==> config.mk <==
export PLATFORM = sky130hd
export DESIGN_NAME = mac_accumulator
export DESIGN_NICKNAME = d
export VERILOG_FILES = /design/src/rtl/mac_accumulator.sv
export SDC_FILE = /design/constraint.sdc
export NUM_CORES = 1
export LEC_CHECK = 0
export ABC_CLOCK_PERIOD_IN_PS = 2200
export BUFFER_PORTS_ARGS = -buffer_cell sky130_fd_sc_hd__buf_4
export CORE_ASPECT_RATIO = 1.2
export CORE_MARGIN = 5
export CORE_UTILIZATION = 43
export CTS_CLUSTER_DIAMETER = 40
export DETAILED_ROUTE_END_ITERATION = 8
export GPL_ROUTABILITY_DRIVEN = 0
export PLACE_DENSITY = 0.76
export SYNTH_ARGS = -nofsm -noshare
export SYNTH_HDL_FRONTEND = slang
export SYNTH_SLANG_ARGS = --single-unit
==> constraint.sdc <==
create_clock -name clk -period 2.2 [get_ports clk]
set_input_delay 0.44 -clock clk [delete_from_list [all_inputs] [get_ports clk]]
set_output_delay 0.44 -clock clk [all_outputs]
set_load 0.1 [all_outputs]
==> src/rtl/mac_accumulator.sv <==
// rtl/mac_accumulator.sv - multiply-accumulate stage summing N_TERMS products per result
// Accepts products over a valid/ready handshake and holds each completed sum until accepted.
module mac_accumulator #(
  parameter int N_TERMS  = 4,
  parameter int ACC_W    = 12,
  parameter bit SATURATE = 1'b1
) (
  input  logic             clk,
  input  logic             rst,
  input  logic             start,
  input  logic             p_valid,
  input  logic [7:0]       p_in,
  output logic             p_ready,
  output logic [ACC_W-1:0] acc_out,
  output logic             acc_valid,
  input  logic             acc_ready,
  output logic             ovf,
  output logic             busy
);

  localparam int CNT_W = $clog2(N_TERMS + 1);
  localparam logic [CNT_W-1:0] LAST_CNT = CNT_W'(N_TERMS - 1);

  typedef enum logic [1:0] {IDLE, ACCUM, HOLD} state_t;

  state_t           state, state_next;
  logic [ACC_W-1:0] acc;
  logic [CNT_W-1:0] cnt;
  logic             ovf_q;
  logic             xfer;
  logic [ACC_W:0]   sum;

  assign xfer = p_valid && (state == ACCUM);
  // One extra bit so the carry out of the accumulator is visible as overflow.
  assign sum  = {1'b0, acc} + {{(ACC_W - 7){1'b0}}, p_in};

  always_ff @(posedge clk or posedge rst) begin
    if (rst) state <= IDLE;
    else     state <= state_next;
  end

  always_comb begin
    state_next = state;
    case (state)
      IDLE:    if (start) state_next = ACCUM;
      ACCUM:   if (xfer && cnt == LAST_CNT) state_next = HOLD;
      HOLD:    if (acc_ready) state_next = IDLE;
      default: state_next = IDLE;
    endcase
  end

  always_ff @(posedge clk or posedge rst) begin
    if (rst) begin
      acc   <= '0;
      cnt   <= '0;
      ovf_q <= 1'b0;
    end else begin
      case (state)
        IDLE: begin
          if (start) begin
            acc   <= '0;
            cnt   <= '0;
            ovf_q <= 1'b0;
          end
        end
        ACCUM: begin
          if (xfer) begin
            cnt <= cnt + 1'b1;
            if (sum[ACC_W]) begin
              ovf_q <= 1'b1;
              acc   <= SATURATE ? {ACC_W{1'b1}} : sum[ACC_W-1:0];
            end else begin
              acc <= sum[ACC_W-1:0];
            end
          end
        end
        default: ;
      endcase
    end
  end

  // Handshake outputs decode from state alone, never from p_valid or acc_ready.
  assign p_ready   = (state == ACCUM);
  assign acc_valid = (state == HOLD);
  assign busy      = (state != IDLE);
  assign acc_out   = acc;
  assign ovf       = ovf_q;

endmodule

---- Yosys cells after proc, flatten, opt, wreduce, memory -nomap -nowiden ----
Index checks and enable logic that the tools add are counted.
storage, ports and cells
  flip-flop bits (word level) ............. 18
  input port bits ......................... 13
  output and inout port bits .............. 16
  word-level logic and storage cells ...... 37
cells by class
  add/subtract/negate cells ............... 2
  equality and inequality tests ........... 8
  mux-type cells .......................... 15
  reduce and logical (&&, ||, !) cells .... 8
operator list
  kind                                                                     count
  12-bit 2-to-1 mux                                                        3
  12-bit one-hot mux with 2 select lines                                   1
  12-bit by 8-bit adder with 13-bit output                                 1
  2-bit by 1-bit inequality test with 1-bit output, second input constant  4
  2-bit 2-to-1 mux                                                         3
  3-bit 2-to-1 mux                                                         2
  2-bit one-hot mux with 3 select lines                                    1
  3-bit one-hot mux with 2 select lines                                    1
  3-bit AND reduction                                                      2
  4-bit AND reduction                                                      1
  2-bit nonzero test                                                       2
  3-bit by 1-bit adder with 3-bit output, second input constant            1
  3-bit by 2-bit equality test with 1-bit output, second input constant    1
  1-bit 2-to-1 mux                                                         3
  2-bit by 1-bit equality test with 1-bit output, second input constant    1
  2-bit equality test, second input constant                               1
  1-bit logical AND                                                        2
  2-bit zero test                                                          1
  2-bit inequality test, second input constant                             1
  1-bit one-hot mux with 2 select lines                                    1

---- Logic depth before layout (Yosys ltp) ----
Gate-level depths: netlist of run 1.
  depth in word-level cells ............... 5
  gate-level depth with buffers ........... 7

---- Least setup slack after synthesis of run 1 ----
Ideal clock, no wire load.
  kind .................................... flip-flop to flip-flop
  from .................................... register acc[0] (netlist: acc_out[0])
  to ...................................... register acc[7] (netlist: acc_out[7])
  library setup time ...................... 0.124 ns
  arrival ................................. 2.466 ns
  data required time ...................... 2.076 ns
  setup slack ............................. -0.390 ns
  cell stages (with the launch flop) ...... 8
  buffers on the path ..................... 0
  cells stage by stage .................... dfrtp_1 ha_1 fa_1 a211oi_2 nor3_4 o21bai_4 nor2_1 a211o_1
between the ends
  longest elaborated chain between the ends .. 4
ends and longest elaborated chain
  element                                   RTL line  text
  start: declaration                        27        logic [ACC_W-1:0] acc;
  start signal: assignment                  71        acc <= SATURATE ? {ACC_W{1'b1}} : sum[ACC_W-1:0];
  start signal: assignment                  73        acc <= sum[ACC_W-1:0];
  12-bit by 8-bit adder with 13-bit output  35        assign sum = {1'b0, acc} + {{(ACC_W - 7){1'b0}}, p_in};
  12-bit 2-to-1 mux                         69        if (sum[ACC_W]) begin
  12-bit 2-to-1 mux                         67        if (xfer) begin
  12-bit one-hot mux with 2 select lines    58        case (state)
No other way between the ends. The select of a mux whose other input is x is not followed.
A chain may end at the register's enable or synchronous reset.

---- Worst setup path in the final report of run 1 ----
Ends and elaborated chain as after synthesis.

==> results.toml, run 1 <==
[timing]
skew_ns = 0.00876
slew_headroom_pct = 52.8
finalSetupViolCount = 0
timing.fmax_mhz = 468
hold_viol_final = 0
fin_crit_sh_pct = 97.1
setup_ws_ns = 0.0647
tightest_slew_ns = 0.707
rsz0062_at_grt = "no"
maxSlewViolCount = 0
finalSetupTns_ns = 0
hold-worst-slack_ns = 0.238
period_minus_slack_ns = 2.14

[synth]
synth_edf_count = 0
syn_inst = 137
synth_area_leader_cell = "dfrtp_1"
async_flop_share_pct = 100
yosysSeqAreaShare_pct = 34.7
synth_top_cell_area_share_pct = 34.7
synth.area.top_cells = "dfrtp_1, ha_1, a21oi_1"
synth-seq-cells = 18
syn_area_per_cell_um2 = 9.47
syn_nets = 161
syn-cell-area_mm2 = 0.00130
yosysUniqueCellTypes = 47
yosysWarnings = 0
synth_ff_type = "dfrtp_1"

[route]
postRouteAntennaNets = 0
routedWlPerCell_um = 15.4
drtPass1Iterations = 4
drc = 0
postRouteWirelength_um = 3120
via_count = 1181
via_per_inst = 5.82
drtIter0Drc = 34

[clock_network]
tritoncts = "yes"
h-tree-depth = 1
ctsHoldBuffers = 0
clk_path_buf_depth = 2
cts.sinks = 18
root_buffer = "clkbuf_4"
cts-buffers-inserted = 3
insertion_delay_ns = 0.30
path_clk_slew_ns = 0.11

[floorplanning]
start_util_pct = 45.7
die_y_um = 70.2
pin_count = 29
fp-row-count = 21
core_area_mm2 = 0.00284
die_w_um = 60.1
die_area_mm2 = 0.00422

[worst_setup_path]
max_stage_delay_ns = 0.52
worstPathCellList = "ha_4 -> fa_2 -> a211oi_4 -> nor3_4 -> o21bai_4 -> nor2_1 -> a211o_1"
rr_startpoint = "acc_out[0]"
crit_type = "flip-flop to flip-flop"
cp-endpoint = "acc_out[7]"
arrival_ns = 2.33
r2r_end = "acc_out[7]"
required_ns = 2.39
crit_path_start_kind = "flip-flop"
critPathSlowestCell = "dfrtp_4"
reg2reg_slack_ns = 0.06
rr_worst_depth = 7
crit_fanout = 9
startpoint = "acc_out[0]"
worst_setup_path_end_kind = "flip-flop"

[global_routing]
grt_pass1_wl_um = 5350
grt_pass1_vias = 1232
grt_use_total_pct = 16.2
antenna_found_initial = 0
grt_max_degree = 19
grt_overflow = 0

[status]
status = "finished, final reports clean"

[final_layout]
antenna_cells = 0
nets = 194
layout.area.seq_um2 = 463
postLayoutCellArea_mm2 = 0.00163
multi_input_area_um2 = 832
drive_gt1_share_pct = 35.5
syn_to_final_growth_pct = 25.6
fill_cells = 252

[placement]
dpl.hpwl_um = 2430
dp_slack_ns = -0.00562
portBuffers = 28
postPlaceCellArea_mm2 = 0.00159

[worst_hold_path]
holdCritPathClass = "input port to asynchronous set/reset pin"

[job]
maxCapViolCount = 0
timing repair:
item,CTS,global route
gates resized for setup,0,1
hold endpoints to repair,0,0
buffers inserted,0,0
setup endpoints to repair,0,1
cells in the mapped netlist (all sizes together), types with 2 or more instances:
library cell	n
dfrtp	18
nand2	14
o21ai	14
a21oi	11
ha	10
inv	8
nor2	8
a21o	7
nand3	5
a211oi	4
nor2b	4
a22o	3
nand4	3
nor3	3
buf	2
o41ai	2
registers in the layout (all words and copies together) (netlist names):
register,cells
acc_out,12
cnt,3
state,2
ovf,1
per-layer routing:
layer	vias to the layer above	track usage, %	wire length, um
met5	-	0	0
met4	0	7.14	80
met3	8	2.39	143
met2	26	27.6	1580
met1	570	19.3	1320
li1	577	-	-
kinds of logic after synthesis:
logic type	Yosys count	synth area share, %
AO/OA/AOI/OAI	52	30.6
multiplexers	1	0.868
adder cells (fa/ha/maj)	11	11.2
flip-flops	18	34.7
buffers and inverters	10	3.09
XOR/XNOR	2	1.35
AND/OR/NAND/NOR	43	18.2
critical path, delay by kind of cell, from the launching register on:
family | cells | cell delay (ns)
compound gates | 3 | 0.77
simple gates | 2 | 0.19
flops | 1 | 0.52
fa+ha+maj | 2 | 0.54
placed cells by master, fill, tap and decap left out, drive strengths merged, types with 2 or more instances in the layout:
| master | n |
|---|---|
| clkbuf | 4 |
| o41ai | 2 |
| nor3 | 3 |
| nand2 | 14 |
| nand3 | 5 |
| a21o | 7 |
| a21oi | 11 |
| dfrtp | 18 |
| nor2 | 8 |
| buf | 30 |
| o21ai | 14 |
| a22o | 3 |
| nor2b | 4 |
| ha | 10 |
| inv | 8 |
| nand4 | 3 |
| a211oi | 4 |
final cells by class:
type	count	share of cell area [%]
Multi-Input combinational cell	109	51.1
Sequential cell	18	28.4
Timing Repair Buffer	30	13.8
Tap cell	34	2.61
Clock buffer	4	2.23
Inverter	8	1.84
through the flow:
stage | instances | utilization, %
after floorplan | 137 | -
after global placement | 199 | 55.9
after detailed placement | 199 | 55.9
after CTS | 203 | 57.1
after global routing | 203 | 57.4
final | 203 | 57.4
worst min path at each step:
stage          startpoint    endpoint  slack, ns  cells past startpoint
2_1_floorplan         rst  acc_out[0]       0.38                      1
4_1_cts               rst  acc_out[6]       0.26                      2
3_3_place_gp       cnt[2]      cnt[2]       0.46                      2
3_5_place_dp       cnt[0]      cnt[0]       0.48                      1
6_report              rst  acc_out[2]       0.24                      2
5_1_grt               rst      cnt[1]       0.30                      2
Power of run 1 is left out: the tool's default activity adds up to more than one toggle a clock period on the data nets, which glitch-free logic cannot reach.
==> run 2: changes to the inputs <==
--- a/config.mk
+++ b/config.mk
@@ -5,7 +5,7 @@
 export SDC_FILE = /design/constraint.sdc
 export NUM_CORES = 1
 export LEC_CHECK = 0
-export ABC_CLOCK_PERIOD_IN_PS = 2200
+export ABC_CLOCK_PERIOD_IN_PS = 2600
 export BUFFER_PORTS_ARGS = -buffer_cell sky130_fd_sc_hd__buf_4
 export CORE_ASPECT_RATIO = 1.2
 export CORE_MARGIN = 5
==> constraint.sdc (replaced) <==
create_clock -name clk -period 2.6 [get_ports clk]
set_input_delay 0.52 -clock clk [delete_from_list [all_inputs] [get_ports clk]]
set_output_delay 0.52 -clock clk [all_outputs]
set_load 0.1 [all_outputs]
==> results.toml, run 2 (synthesis gave the netlist of run 1 again) <==
[clock_network]
clk_path_buf_depth = 2
path_clk_slew_ns = 0.11
root_buffer = "clkbuf_4"
tritoncts = "yes"
cts-buffers-inserted = 3
cts.sinks = 18
post_cts_buffers = 0
h-tree-depth = 1
ctsHoldBuffers = 0
ctsResizeCount = 0
insertion_delay_ns = 0.30

[timing]
hold_viol_final = 0
finalSetupTns_ns = 0
slew_headroom_pct = 51.9
skew_ns = 0.00718
finalSetupViolCount = 0
period_minus_slack_ns = 2.23
fin_crit_sh_pct = 85.8
maxSlewViolCount = 0
timing.fmax_mhz = 448
tightest_slew_ns = 0.720
rsz0062_at_grt = "no"

[worst_setup_path]
worstPathCellList = "ha_1 -> fa_1 -> a211oi_2 -> nor3_4 -> o21bai_4 -> nor2_1 -> a211o_1"
max_stage_delay_ns = 0.44
worst_setup_path_end_kind = "flip-flop"
crit_fanout = 9
critPathSlowestCell = "fa_1"
arrival_ns = 2.43
r2r_end = "acc_out[7]"
rr_worst_depth = 7
rr_startpoint = "acc_out[0]"
reg2reg_slack_ns = 0.37
crit_path_start_kind = "flip-flop"
crit_type = "flip-flop to flip-flop"
required_ns = 2.80

[worst_hold_path]
holdCritPathClass = "input port to asynchronous set/reset pin"

[global_routing]
antenna_found_initial = 0
grt_pass1_wl_um = 5040
grt_max_degree = 19
grt_pass1_vias = 1151
grt_overflow = 0
grt_use_total_pct = 14.9

[final_layout]
nets = 192
final_cell_mix = "buf_4, dfrtp_1, nand2_1"
antenna_cells = 0
syn_to_final_growth_pct = 21.5
drive_gt1_share_pct = 28.1
mostFrequentLayoutCell = "buf_4"
largest_reg_flops = 12

[route]
postRouteWirelength_um = 2890
routedWlPerCell_um = 14.4
postRouteAntennaNets = 0
drtPass1Iterations = 4
via_count = 1153
via_per_inst = 5.74
drc = 0
drtIter0Drc = 30

[floorplanning]
die_w_um = 60.1
die_y_um = 70.2
fp-row-count = 21
pin_count = 29
die_area_mm2 = 0.00422
start_util_pct = 45.7
core_area_mm2 = 0.00284

[status]
status = "finished, final reports clean"

[placement]
portBuffers = 28
dpl.hpwl_um = 2240

[job]
maxCapViolCount = 0
==> run 2: cell type report <==
type	count	area, um2
Timing Repair Buffer	28	210
Sequential cell	18	450
Fill cell	265	1260
Tap cell	34	42.5
Multi-Input combinational cell	109	807
Inverter	8	30.0
Clock buffer	4	36.3
==> run 2: worst max path at each step <==
stage          startpoint          to  slack (ns)  depth (start not counted)
6_report       acc_out[0]  acc_out[7]        0.37                          7
3_3_place_gp      p_in[0]  acc_out[7]        0.18                          8
2_1_floorplan  acc_out[0]  acc_out[7]        0.01                          7
4_1_cts        acc_out[0]  acc_out[7]        0.36                          7
5_1_grt        acc_out[0]  acc_out[7]        0.26                          7
3_5_place_dp      p_in[0]  acc_out[7]        0.13                          8
==> run 2: worst max-delay path: cells and delay by family (launching register included) <==
| family | cells | cell delay [ns] |
|---|---|---|
| flops | 1 | 0.41 |
| fa+ha+maj | 2 | 0.66 |
| simple gates | 2 | 0.20 |
| compound gates | 3 | 0.87 |
==> run 2: metrics by stage <==
step,util [%],hold WS [ns],instances,setup WS (ns),area (um2)
after global routing,55.6,0.393,201,0.255,1580
after CTS,55.6,0.345,201,0.359,1580
final,55.6,0.326,201,0.370,1580
after floorplan,-,0.448,137,0.0101,1300
after detailed placement,54.3,0.474,197,0.135,1540
after global placement,54.3,0.458,197,0.183,1540
==> run 2: layer usage <==
metal  share of wire [%]  vias to the layer above  global-route usage, %
met5                   0                        -                      0
met3                 5.6                        5                   1.29
met1                  43                      543                   19.4
met2                  49                       31                   24.9
li1                    -                      574                      -
met4                 1.7                        0                   5.91
Power of run 2 is left out for the same reason.
==> run 3: changes to the inputs <==
--- a/config.mk
+++ b/config.mk
@@ -7,7 +7,7 @@
 export LEC_CHECK = 0
 export ABC_CLOCK_PERIOD_IN_PS = 2600
 export BUFFER_PORTS_ARGS = -buffer_cell sky130_fd_sc_hd__buf_4
-export CORE_ASPECT_RATIO = 1.2
+export CORE_ASPECT_RATIO = 2
 export CORE_MARGIN = 5
 export CORE_UTILIZATION = 43
 export CTS_CLUSTER_DIAMETER = 40
==> results.toml, run 3 (synthesis gave the netlist of run 1 again) <==
[worst_setup_path]
crit_type = "flip-flop to flip-flop"
cp-endpoint = "acc_out[7]"
crit_path_start_kind = "flip-flop"
required_ns = 2.75
max_stage_delay_ns = 0.43
crit_fanout = 9
worst_setup_path_end_kind = "flip-flop"
r2r_end = "acc_out[7]"
worstPathCellList = "ha_1 -> fa_1 -> a211oi_2 -> nor3_4 -> o21bai_4 -> nor2_1 -> a211o_1"
crit_family = "compound AO/OA/AOI/OAI gates"
rr_worst_depth = 7
reg2reg_slack_ns = 0.38
worstPathBufferInverterCount = 0
path_depth = 7
startpoint = "acc_out[0]"
rr_startpoint = "acc_out[0]"
critPathSlowestCell = "fa_1"
arrival_ns = 2.37

[timing]
skew_ns = 0.00531
slew_headroom_pct = 53.3
period_minus_slack_ns = 2.22
tightest_slew_ns = 0.699
fin_crit_sh_pct = 85.6
rsz0062_at_grt = "no"
maxSlewViolCount = 0
finalSetupViolCount = 0
finalSetupTns_ns = 0
timing.fmax_mhz = 449
hold_viol_final = 0
setup_ws_ns = 0.375

[clock_network]
insertion_delay_ns = 0.26
ctsResizeCount = 0
tritoncts = "yes"
ctsHoldBuffers = 0
cts.sinks = 18
clk_path_buf_depth = 2
root_buffer = "clkbuf_8"
post_cts_buffers = 0
cts-buffers-inserted = 3
h-tree-depth = 1
path_clk_slew_ns = 0.08

[route]
drtPass1Iterations = 4
postRouteAntennaNets = 0
via_per_inst = 5.99
postRouteWirelength_um = 3130
via_count = 1181
drtIter0Drc = 26
drc = 0
routedWlPerCell_um = 15.9

[placement]
postPlaceCellArea_mm2 = 0.00154
dp_cells = 193
portBuffers = 28
dp_slack_ns = 0.130
dpl.hpwl_um = 2480

[final_layout]
antenna_cells = 0
syn_to_final_growth_pct = 22.6
postLayoutCellArea_mm2 = 0.00159
largest_reg_flops = 12
nets = 192
drive_gt1_share_pct = 28.1
final_cell_mix = "buf_4, dfrtp_1, nand2_1"
mostFrequentLayoutCell = "buf_4"
final_cell_count_no_fill = 197
fill_cells = 282

[floorplanning]
die_area_mm2 = 0.00428
fp-row-count = 28
die_w_um = 48.8
core_area_mm2 = 0.00294
start_util_pct = 44.1
pin_count = 29
die_y_um = 87.7

[global_routing]
grt_overflow = 0
grt_pass1_wl_um = 5280
grt_use_total_pct = 15.2
grt_max_degree = 19
grt_pass1_vias = 1222
antenna_found_initial = 0

[worst_hold_path]
holdCritPathClass = "input port to asynchronous set/reset pin"

[job]
maxCapViolCount = 0

[status]
status = "finished, final reports clean"
-- run 3: layer usage --
layer / vias up / GRT usage (%) / routed length, um
met3: 6 / 3.24 / 128
met2: 25 / 29.3 / 1750
met5: - / 0 / 0
li1: 574 / - / -
met4: 0 / 7.35 / 46
met1: 576 / 14.8 / 1210
-- run 3: worst min-delay path by stage --
stage,startpoint,endpoint,slack (ns)
finish,rst,ovf,0.37
global route,rst,ovf,0.46
CTS,rst,acc_out[0],0.41
detailed placement,cnt[1],cnt[1],0.49
global placement,cnt[2],cnt[2],0.46
floorplan,cnt[2],cnt[2],0.45
-- run 3: layout make-up --
| class | count | area (um2) | area share, % |
|---|---|---|---|
| timing repair buffer | 28 | 210 | 13.2 |
| inverter | 8 | 30.0 | 1.89 |
| clock buffer | 4 | 55.1 | 3.46 |
| sequential | 18 | 450 | 28.3 |
| tap | 30 | 37.5 | 2.36 |
| multi-input combinational | 109 | 807 | 50.7 |
-- run 3: per-stage QoR --
| step | hold slack, ns | util [%] |
|---|---|---|
| after CTS | 0.409 | 54.0 |
| after global routing | 0.459 | 54.0 |
| after floorplan | 0.448 | - |
| after global placement | 0.460 | 52.2 |
| after detailed placement | 0.486 | 52.2 |
| final | 0.371 | 54.0 |
Power of run 3 is left out for the same reason.
